## src/rtl/serial_cmp_pkg.sv

```systemverilog
// serial_cmp_pkg -- shared types and helpers for the bit-serial comparator.
//   state_t   : controller FSM states (IDLE, SHIFT, DONE)
//   CMP_*     : 2-bit running compare-result encoding
//   cmp_step  : one LSB-first compare step (used by the cell and the top)
// Optional feature: define SERIAL_CMP_SIGNED_EN for two's complement operands.
package serial_cmp_pkg;

  typedef enum logic [1:0] {
    IDLE  = 2'd0,
    SHIFT = 2'd1,
    DONE  = 2'd2
  } state_t;

  localparam logic [1:0] CMP_EQ = 2'b00;
  localparam logic [1:0] CMP_GT = 2'b01;
  localparam logic [1:0] CMP_LT = 2'b10;

  // Bits are consumed LSB first, so any differing pair overrides whatever
  // the lower bits decided. In signed mode the sign bit carries negative
  // weight, which flips the sense of a difference on the last bit.
  function automatic logic [1:0] cmp_step(input logic [1:0] cur,
                                          input logic       a_bit,
                                          input logic       b_bit,
                                          input logic       last);
    logic [1:0] nxt;
    nxt = cur;
    if (a_bit != b_bit) begin
`ifdef SERIAL_CMP_SIGNED_EN
      if (last) begin
        nxt = a_bit ? CMP_LT : CMP_GT;
      end else begin
        nxt = a_bit ? CMP_GT : CMP_LT;
      end
`else
      if (last) begin
        nxt = a_bit ? CMP_GT : CMP_LT;
      end else begin
        nxt = a_bit ? CMP_GT : CMP_LT;
      end
`endif
    end else begin
      nxt = cur;
    end
    return nxt;
  endfunction

endpackage

```

## src/rtl/serial_cmp_cell.sv

```systemverilog
// serial_cmp_cell -- running compare-state flop for the bit-serial comparator.
// Ports:
//   clk, reset : clock, synchronous active-high reset
//   a_bit,b_bit: current bit pair
//   clear      : restart at CMP_EQ (operation start)
//   en         : fold the current bit pair into the state
//   last       : current pair is the MSB (matters when SERIAL_CMP_SIGNED_EN)
//   state      : registered running result (CMP_EQ/CMP_GT/CMP_LT)
module serial_cmp_cell
  import serial_cmp_pkg::*;
(
  input  logic       clk,
  input  logic       reset,
  input  logic       a_bit,
  input  logic       b_bit,
  input  logic       clear,
  input  logic       en,
  input  logic       last,
  output logic [1:0] state
);

  always_ff @(posedge clk) begin
    if (reset) begin
      state <= CMP_EQ;
    end else if (clear) begin
      state <= CMP_EQ;
    end else if (en) begin
      state <= cmp_step(state, a_bit, b_bit, last);
    end else begin
      state <= state;
    end
  end

endmodule

```

## src/rtl/serial_cmp_ctrl.sv

```systemverilog
// serial_cmp_ctrl -- bit-serial magnitude comparator, one bit per clock.
// Ports:
//   clk, reset  : clock, synchronous active-high reset
//   start       : request a comparison (accepted only in IDLE)
//   a, b        : WIDTH-bit operands, captured on the accepting edge
//   busy        : high during SHIFT and DONE
//   done        : one-cycle pulse when gt/eq/lt are updated
//   gt, eq, lt  : registered result, held until the next completion
// Macro SERIAL_CMP_SIGNED_EN selects two's complement operands
// (default: unsigned).
module serial_cmp_ctrl
  import serial_cmp_pkg::*;
#(
  parameter int WIDTH = 8
) (
  input  logic             clk,
  input  logic             reset,
  input  logic             start,
  input  logic [WIDTH-1:0] a,
  input  logic [WIDTH-1:0] b,
  output logic             busy,
  output logic             done,
  output logic             gt,
  output logic             eq,
  output logic             lt
);

  localparam int CW = $clog2(WIDTH + 1);
  localparam logic [CW-1:0] LAST_CNT = CW'(WIDTH - 1);

  state_t           state;
  state_t           state_next;
  logic [WIDTH-1:0] a_sh;
  logic [WIDTH-1:0] b_sh;
  logic [CW-1:0]    cnt;
  logic             load;
  logic             shift_en;
  logic             last_bit;
  logic [1:0]       cmp_state;
  logic [1:0]       final_res;

  assign last_bit = (cnt == LAST_CNT);

  // The cell's state is one edge behind the bit being shifted on the last
  // SHIFT edge, so fold that final pair in here to publish on DONE entry.
  assign final_res = cmp_step(cmp_state, a_sh[0], b_sh[0], last_bit);

  serial_cmp_cell u_cell (
    .clk   (clk),
    .reset (reset),
    .a_bit (a_sh[0]),
    .b_bit (b_sh[0]),
    .clear (load),
    .en    (shift_en),
    .last  (last_bit),
    .state (cmp_state)
  );

  always_comb begin
    state_next = state;
    load       = 1'b0;
    shift_en   = 1'b0;
    case (state)
      IDLE: begin
        if (start) begin
          load       = 1'b1;
          state_next = SHIFT;
        end else begin
          state_next = IDLE;
        end
      end
      SHIFT: begin
        shift_en = 1'b1;
        if (last_bit) begin
          state_next = DONE;
        end else begin
          state_next = SHIFT;
        end
      end
      DONE: begin
        state_next = IDLE;
      end
      default: begin
        state_next = IDLE;
      end
    endcase
  end

  always_ff @(posedge clk) begin
    if (reset) begin
      state <= IDLE;
      a_sh  <= '0;
      b_sh  <= '0;
      cnt   <= '0;
      busy  <= 1'b0;
      done  <= 1'b0;
      gt    <= 1'b0;
      eq    <= 1'b0;
      lt    <= 1'b0;
    end else begin
      state <= state_next;
      busy  <= (state_next != IDLE);
      done  <= (state_next == DONE);
      if (load) begin
        a_sh <= a;
        b_sh <= b;
        cnt  <= '0;
      end else if (shift_en) begin
        a_sh <= {1'b0, a_sh[WIDTH-1:1]};
        b_sh <= {1'b0, b_sh[WIDTH-1:1]};
        cnt  <= cnt + CW'(1);
      end else begin
        a_sh <= a_sh;
        b_sh <= b_sh;
        cnt  <= cnt;
      end
      if (shift_en && last_bit) begin
        gt <= (final_res == CMP_GT);
        eq <= (final_res == CMP_EQ);
        lt <= (final_res == CMP_LT);
      end else begin
        gt <= gt;
        eq <= eq;
        lt <= lt;
      end
    end
  end

endmodule

```

## config.mk

```make
export PLATFORM = sky130hd
export DESIGN_NAME = serial_cmp_ctrl
export DESIGN_NICKNAME = d
export VERILOG_FILES = /design/src/rtl/serial_cmp_pkg.sv /design/src/rtl/serial_cmp_cell.sv /design/src/rtl/serial_cmp_ctrl.sv
export SDC_FILE = /design/constraint.sdc
export NUM_CORES = 1
export LEC_CHECK = 0
export BUFFER_PORTS_ARGS = -buffer_cell sky130_fd_sc_hd__buf_2
export CAP_MARGIN = 20
export CORE_UTILIZATION = 30
export CTS_CLUSTER_DIAMETER = 120
export DETAILED_ROUTE_END_ITERATION = 16
export PLACE_DENSITY = 0.49
export SLEW_MARGIN = 20
export SYNTH_ARGS = -nofsm -noshare
export SYNTH_HDL_FRONTEND = slang
export SYNTH_SLANG_ARGS = --single-unit
```

## constraint.sdc

```tcl
create_clock -name clk -period 3.6 [get_ports clk]
set_input_delay 0.18 -clock clk [delete_from_list [all_inputs] [get_ports clk]]
set_output_delay 0.18 -clock clk [all_outputs]
set_load 0.1 [all_outputs]
```

==> impl_metrics.yaml, run 1 <==
worst_setup_path:
  reg2regPathDepth: 5
  cp.arrival_ns: 1.97
  critPathBufInv: 1
  cp_cell_sequence: "nor2b_1, buf_4, nor2_1, nand2_1, a21oi_1"
  cp-end-kind: "flip-flop"
  endpoint: "a_sh[2]$_SDFFE_PP0P_"
  cp_slowest_cell: "nor2_1"
  cp-startpoint: "state[0]$_SDFF_PP0_"
  worst-path-stages: 5
  critPathKind: "reg2reg"
  slowest_delay_ns: 0.72
  required_ns: 3.80
  ff2ff_setup_slack_ns: 1.83
  critPathLaunchType: "flip-flop"
  reg2reg_to: "a_sh[2]$_SDFFE_PP0P_"
  crit_fanout: 22
  crit_family: "simple AND/OR/NAND/NOR gates"
  timing.rr.start: "state[0]$_SDFF_PP0_"
floorplan:
  die_area_um2: 4040
  initial_utilization_pct: 32.8
  die_h_um: 63.5
  pin_count: 24
  die_w_um: 63.5
  rows: 21
  core_um2: 3470
global_route:
  grt_pass1_wl_mm: 3.96
  grt_max_degree: 27
  grt_pass1_vias: 866
  grt_usage_pct: 13.2
  antenna_found_initial: 0
  overflow: 0
clocking:
  postCtsSetupBuffers: 0
  cts_root_buffer: "clkbuf_8"
  cts_buffer_depth: 2
  cts_htree_levels: 2
  cts-hold-fix-buffers: 0
  cts.clk_slew.worst_paths_ns: 0.06
  cts_made_buffers: 5
  clk_latency_ns: 0.28
  clock-sinks: 29
  ctsResizeCount: 0
  cts_tree: "done"
synthesis:
  yosysWarningCount: 0
  ys_ff_latch: 29
  synth.distinct_cells: 26
  ys_seq_area_share_pct: 51.1
  syn_inst: 130
  synth_fp_nets: 150
  synthesis.area_um2: 1140
  avgSynthCellArea_um2: 8.74
pwr:
  p_leak_nw: 0.535
  power.density_nw_per_um2: 494
  vdd_drop_max_uv: 213
sta:
  max_freq_mhz: 566
  worstMarginPinSlew_ns: 0.908
  fin_crit_sh_pct: 49.1
  setup_violations: 0
  drv_slew: 0
  relSlewSlack_pct: 39.3
  fin_tns_setup_ns: 0
  rsz0062_at_grt: "no"
  finalHoldViolCount: 0
  clock_skew_ns: 0.00708
  layout_min_cycle_time_ns: 1.77
routing:
  vias: 945
  drtIter0Drc: 19
  wl_per_cell_um: 11.5
  routed_via_density: 4.75
  ant_nets: 0
  wirelength_mm: 2.29
  first_pass_iters: 4
  drc: 0
layout:
  nFillCells: 367
  drive_gt1_share_pct: 23.5
  nNetsFinal: 172
  syn_to_final_growth_pct: 20.3
  finalInstanceArea_um2: 1370
  n_antenna_cell: 0
status:
  outcome: "finished, final reports clean"
placement:
  place_area_um2: 1280
  gp_congestion: 0.726
  numPortBuffers: 23
  hpwl_mm: 1.51
min_path:
  hp-class: "in2reg"
job:
  cap_violations: 0
==> per-layer routing <==
layer | global-route usage [%] | vias to the layer above | wire length, um
li1 | - | 491 | -
met1 | 16.5 | 429 | 1160
met2 | 18.5 | 19 | 965
met3 | 6.16 | 6 | 113
met4 | 6.82 | 0 | 54
met5 | 0 | - | 0
==> worst register-to-register path, cell delays in order, from the launching register on <==
cell,delay [ns]
dfxtp_1,0.34
nor2b_1,0.14
buf_4,0.21
nor2_1,0.72
nand2_1,0.11
a21oi_1,0.17
==> registers in the layout, summed over array words and instances (netlist names) <==
register / cells
lt: 1
b_sh: 8
a_sh: 8
u_cell.state: 2
eq: 1
gt: 1
cnt: 4
state: 2
busy: 1
done: 1
==> placed cells by master (no fill, tap or decap), drive strengths merged, types with 2 or more instances in the layout <==
cell    instances
nor2b           2
maj3            2
inv             2
nor2           11
clkinv          2
a21oi          20
xor2            2
buf            25
clkbuf          6
nand3b          3
or2             2
a22oi          14
dfxtp          29
nand2          23
==> through the flow <==
step	total power, mW	utilization (%)	std cells	hold WS [ns]	setup WS [ns]
finish	0.675	39.4	199	0.141	1.83
global route	0.714	39.4	199	0.157	1.60
CTS	0.690	39.4	199	0.131	1.79
detailed placement	0.430	37.0	191	0.438	1.81
global placement	0.429	37.0	191	0.433	1.82
floorplan	0.408	-	130	0.316	2.12
==> where the power goes <==
group | internal [mW] | switching (mW)
registers | 0.337 | 0.00966
clock network | 0.133 | 0.119
logic | 0.0289 | 0.0463
==> cells in the mapped netlist <==
master | instances | area (um^2)
maj3_1 | 1 | 10.0
clkbuf_2 | 1 | 5.00
a32o_1 | 1 | 10.0
xor2_1 | 2 | 17.5
nor2_1 | 11 | 41.3
nor3_1 | 1 | 5.00
nand2b_4 | 1 | 13.8
nand3b_1 | 3 | 22.5
nand4_1 | 1 | 6.26
or2_2 | 1 | 6.26
ha_1 | 1 | 12.5
o22ai_1 | 1 | 6.26
or2_1 | 1 | 6.26
or4_1 | 1 | 7.51
a22oi_1 | 14 | 105
inv_1 | 2 | 7.51
dfxtp_1 | 29 | 581
xnor2_1 | 1 | 8.76
nor2b_1 | 2 | 12.5
a21oi_1 | 20 | 100
maj3_2 | 1 | 11.3
or3_1 | 1 | 6.26
nand2_1 | 23 | 86.3
buf_2 | 5 | 25.0
clkbuf_1 | 4 | 15.0
nor3b_1 | 1 | 7.51
==> how the worst min path moves through the flow <==
stage | startpoint | end | slack, ns | cells past startpoint
detailed placement | b[7] | b_sh[7]$_SDFFE_PP0P_ | 0.44 | 3
CTS | b[7] | b_sh[7]$_SDFFE_PP0P_ | 0.13 | 3
global route | b[7] | b_sh[7]$_SDFFE_PP0P_ | 0.16 | 3
global placement | b[7] | b_sh[7]$_SDFFE_PP0P_ | 0.43 | 3
floorplan | a[7] | a_sh[7]$_SDFFE_PP0P_ | 0.32 | 2
finish | b[7] | b_sh[7]$_SDFFE_PP0P_ | 0.14 | 3
==> final cells by class <==
cell class              instances  area [um^2]  area share (%)
multi-input cells              89          508            37.2
repair buffers                 25          130            9.52
flip-flops and latches         29          581            42.5
inverters                       2         7.51           0.549
clock buffers                   6         72.6            5.31
well taps                      46         57.6            4.21
clock inverters                 2         10.0           0.733
==> cell families (layout without fill, tap and decap cells) <==
kind of cell / after synthesis / in the layout / share of synthesized area (%)
DFF: 29 / 29 / 51.1
buffers and inverters: 12 / 35 / 4.62
xor gates and xnor gates: 3 / 3 / 2.31
and+or+nand+nor: 47 / 47 / 19.5
adders and majority gates: 3 / 3 / 2.97
AOI/OAI and AO/OA: 36 / 36 / 19.5
Power figures use the tool's default switching activity.
==> run 2, diff against run 1 <==
--- a/config.mk
+++ b/config.mk
@@ -5,12 +5,13 @@
 export SDC_FILE = /design/constraint.sdc
 export NUM_CORES = 1
 export LEC_CHECK = 0
+export ABC_AREA = 1
 export BUFFER_PORTS_ARGS = -buffer_cell sky130_fd_sc_hd__buf_2
 export CAP_MARGIN = 20
 export CORE_UTILIZATION = 30
 export CTS_CLUSTER_DIAMETER = 120
 export DETAILED_ROUTE_END_ITERATION = 16
-export PLACE_DENSITY = 0.49
+export PLACE_DENSITY = 0.5
 export SLEW_MARGIN = 20
 export SYNTH_ARGS = -nofsm -noshare
 export SYNTH_HDL_FRONTEND = slang
==> constraint.sdc (replaced) <==
create_clock -name clk -period 1.6 [get_ports clk]
set_input_delay 0.08 -clock clk [delete_from_list [all_inputs] [get_ports clk]]
set_output_delay 0.08 -clock clk [all_outputs]
set_load 0.1 [all_outputs]
==> run 2 against run 1 <==
  * Count of clock-buffer cells in the layout increased by 1
  * Critical endpoint is now gt$_SDFFE_PP0P_
  * Area after synthesis increased by 5.4%
  * Highest routed layer unchanged
  * Global-route usage increased by 0.77 points
==> impl_metrics.yaml, run 2 <==
status:
  outcome: "finished, final reports clean"
synthesis:
  synth_most_common_cell: "nand2_1"
  netlist.area_leader.share_pct: 48.5
  yosys.area.top_type: "dfxtp_1"
  ys_seq_area_share_pct: 48.5
  avgSynthCellArea_um2: 7.53
  synth.area.top_cells: "dfxtp_1 (48%), nand2_1 (18%), a31oi_1 (7.3%)"
  synth.distinct_cells: 21
  synthesis.area_um2: 1200
  synth_fp_nets: 179
  syn_inst: 159
  yosysWarningCount: 0
  yosys-top-cells-count: "nand2_1 (59), dfxtp_1 (29), a31oi_1 (14)"
  ys.flop_type: "dfxtp_1"
  synth_edf_count: 0
  ys_ff_latch: 29
  synthArstFlopShare_pct: 0
sta:
  setup_ws_ns: 0.326
  clock_skew_ns: 0.00438
  drv_slew: 0
  rsz0062_at_grt: "no"
  finalHoldViolCount: 0
  layout_min_cycle_time_ns: 1.27
  relSlewSlack_pct: 67.7
  max_freq_mhz: 785
  fin_tns_setup_ns: 0
  whs_ns: 0.0476
  worstMarginPinSlew_ns: 0.487
  fin_crit_sh_pct: 79.6
  setup_violations: 0
placement:
  hpwl_mm: 1.72
  numPortBuffers: 23
  gp_congestion: 0.744
  pre_cts_ws_ns: 0.335
worst_setup_path:
  cp-end-kind: "flip-flop"
  crit_fanout: 5
  critPathKind: "reg2reg"
  critPathLaunchType: "flip-flop"
  cp.arrival_ns: 1.44
  required_ns: 1.76
clocking:
  postCtsSetupBuffers: 0
  cts_buffer_depth: 2
  cts_htree_levels: 2
  cts_root_buffer: "clkbuf_8"
  clk_latency_ns: 0.28
  cts.clk_slew.worst_paths_ns: 0.06
  ctsResizeCount: 0
  cts_made_buffers: 5
  cts-hold-fix-buffers: 0
  clock-sinks: 29
  cts_tree: "done"
global_route:
  overflow: 0
  grt_pass1_vias: 998
  grt_pass1_wl_mm: 4.37
  antenna_found_initial: 0
  grt_usage_pct: 13.9
  grt_max_degree: 21
pwr:
  p_leak_nw: 0.570
  vdd_drop_max_uv: 392
  finalPower_mw: 1.52
  power.density_nw_per_um2: 1070
routing:
  drc: 0
  drtIter0Drc: 21
  routed_via_density: 4.58
  vias: 1063
  wl_per_cell_um: 10.5
  ant_nets: 0
  wirelength_mm: 2.44
  first_pass_iters: 4
layout:
  register_area_um2: 581
  syn_to_final_growth_pct: 18.4
  final_cell_mix: "nand2_1 (59), dfxtp_1 (29), buf_2 (23)"
  drive_gt1_share_pct: 20.1
  finalCoreUtilization_pct: 37.9
  n_antenna_cell: 0
  final_common_cell: "nand2_1"
  multi_input_area_um2: 515
  top_regs: "a_sh x8, b_sh x8, cnt x4"
  nFillCells: 433
  nNetsFinal: 204
floorplan:
  rows: 22
  die_w_um: 65.2
  die_h_um: 65.2
  pin_count: 24
  initial_utilization_pct: 32.0
  die_area_um2: 4250
  core_um2: 3740
job:
  cap_violations: 0
min_path:
  hp-class: "in2reg"
-- run 2: stage by stage --
stage	instance area (um^2)	std cells
after detailed placement	1330	225
after global routing	1420	232
after floorplan	1200	159
after global placement	1330	225
after CTS	1420	232
final	1420	232
-- run 2: layout make-up --
class                      instances  area share [%]
clock buffer                       7            6.09
multi-input combinational        110            36.4
sequential                        29            41.0
tap                               48            4.24
timing repair buffer              24            8.65
inverter                          14            3.71
-- run 2: worst max-delay path, stage by stage, from the launching register on --
cell,delay [ns]
dfxtp_1,0.37
ha_1,0.21
nand3_1,0.12
nor2_2,0.20
inv_1,0.13
nand2_1,0.08
a21oi_1,0.06
-- run 2: per-layer routing --
metal / routed length, um / track usage [%] / share of wire, %
met2: 1130 / 22.2 / 46
met5: 0 / 0 / 0
met4: 58 / 8.15 / 2.4
met1: 1130 / 15.3 / 46
met3: 129 / 6.08 / 5.3
-- run 2: final timing paths --
path / start / endpoint / slack [ns] / cells past startpoint
setup / recovery: cnt[0]$_SDFFE_PP0N_ / gt$_SDFFE_PP0P_ / 0.33 / 6
hold / removal: a[7] / a_sh[7]$_SDFFE_PP0P_ / 0.05 / 3
setup reg to reg: cnt[0]$_SDFFE_PP0N_ / gt$_SDFFE_PP0P_ / 0.33 / 6
hold reg to reg: b_sh[7]$_SDFFE_PP0P_ / b_sh[7]$_SDFFE_PP0P_ / 0.46 / 2
-- run 2: logic make-up (layout without fill, tap and decap cells) --
kind of cell / count (synthesis) / in the layout / synth area share [%]
buf+inv: 20 / 45 / 8.46
simple gates: 79 / 79 / 26.5
compound gates: 29 / 29 / 14.7
flops: 29 / 29 / 48.5
xor+xnor: 1 / 1 / 0.732
fa+ha+maj: 1 / 1 / 1.04
-- run 2: where the power goes --
| group | internal, mW | switching, mW |
|---|---|---|
| registers | 0.755 | 0.0200 |
| logic | 0.0527 | 0.0953 |
| clock network | 0.340 | 0.260 |
| total | 1.15 | 0.375 |
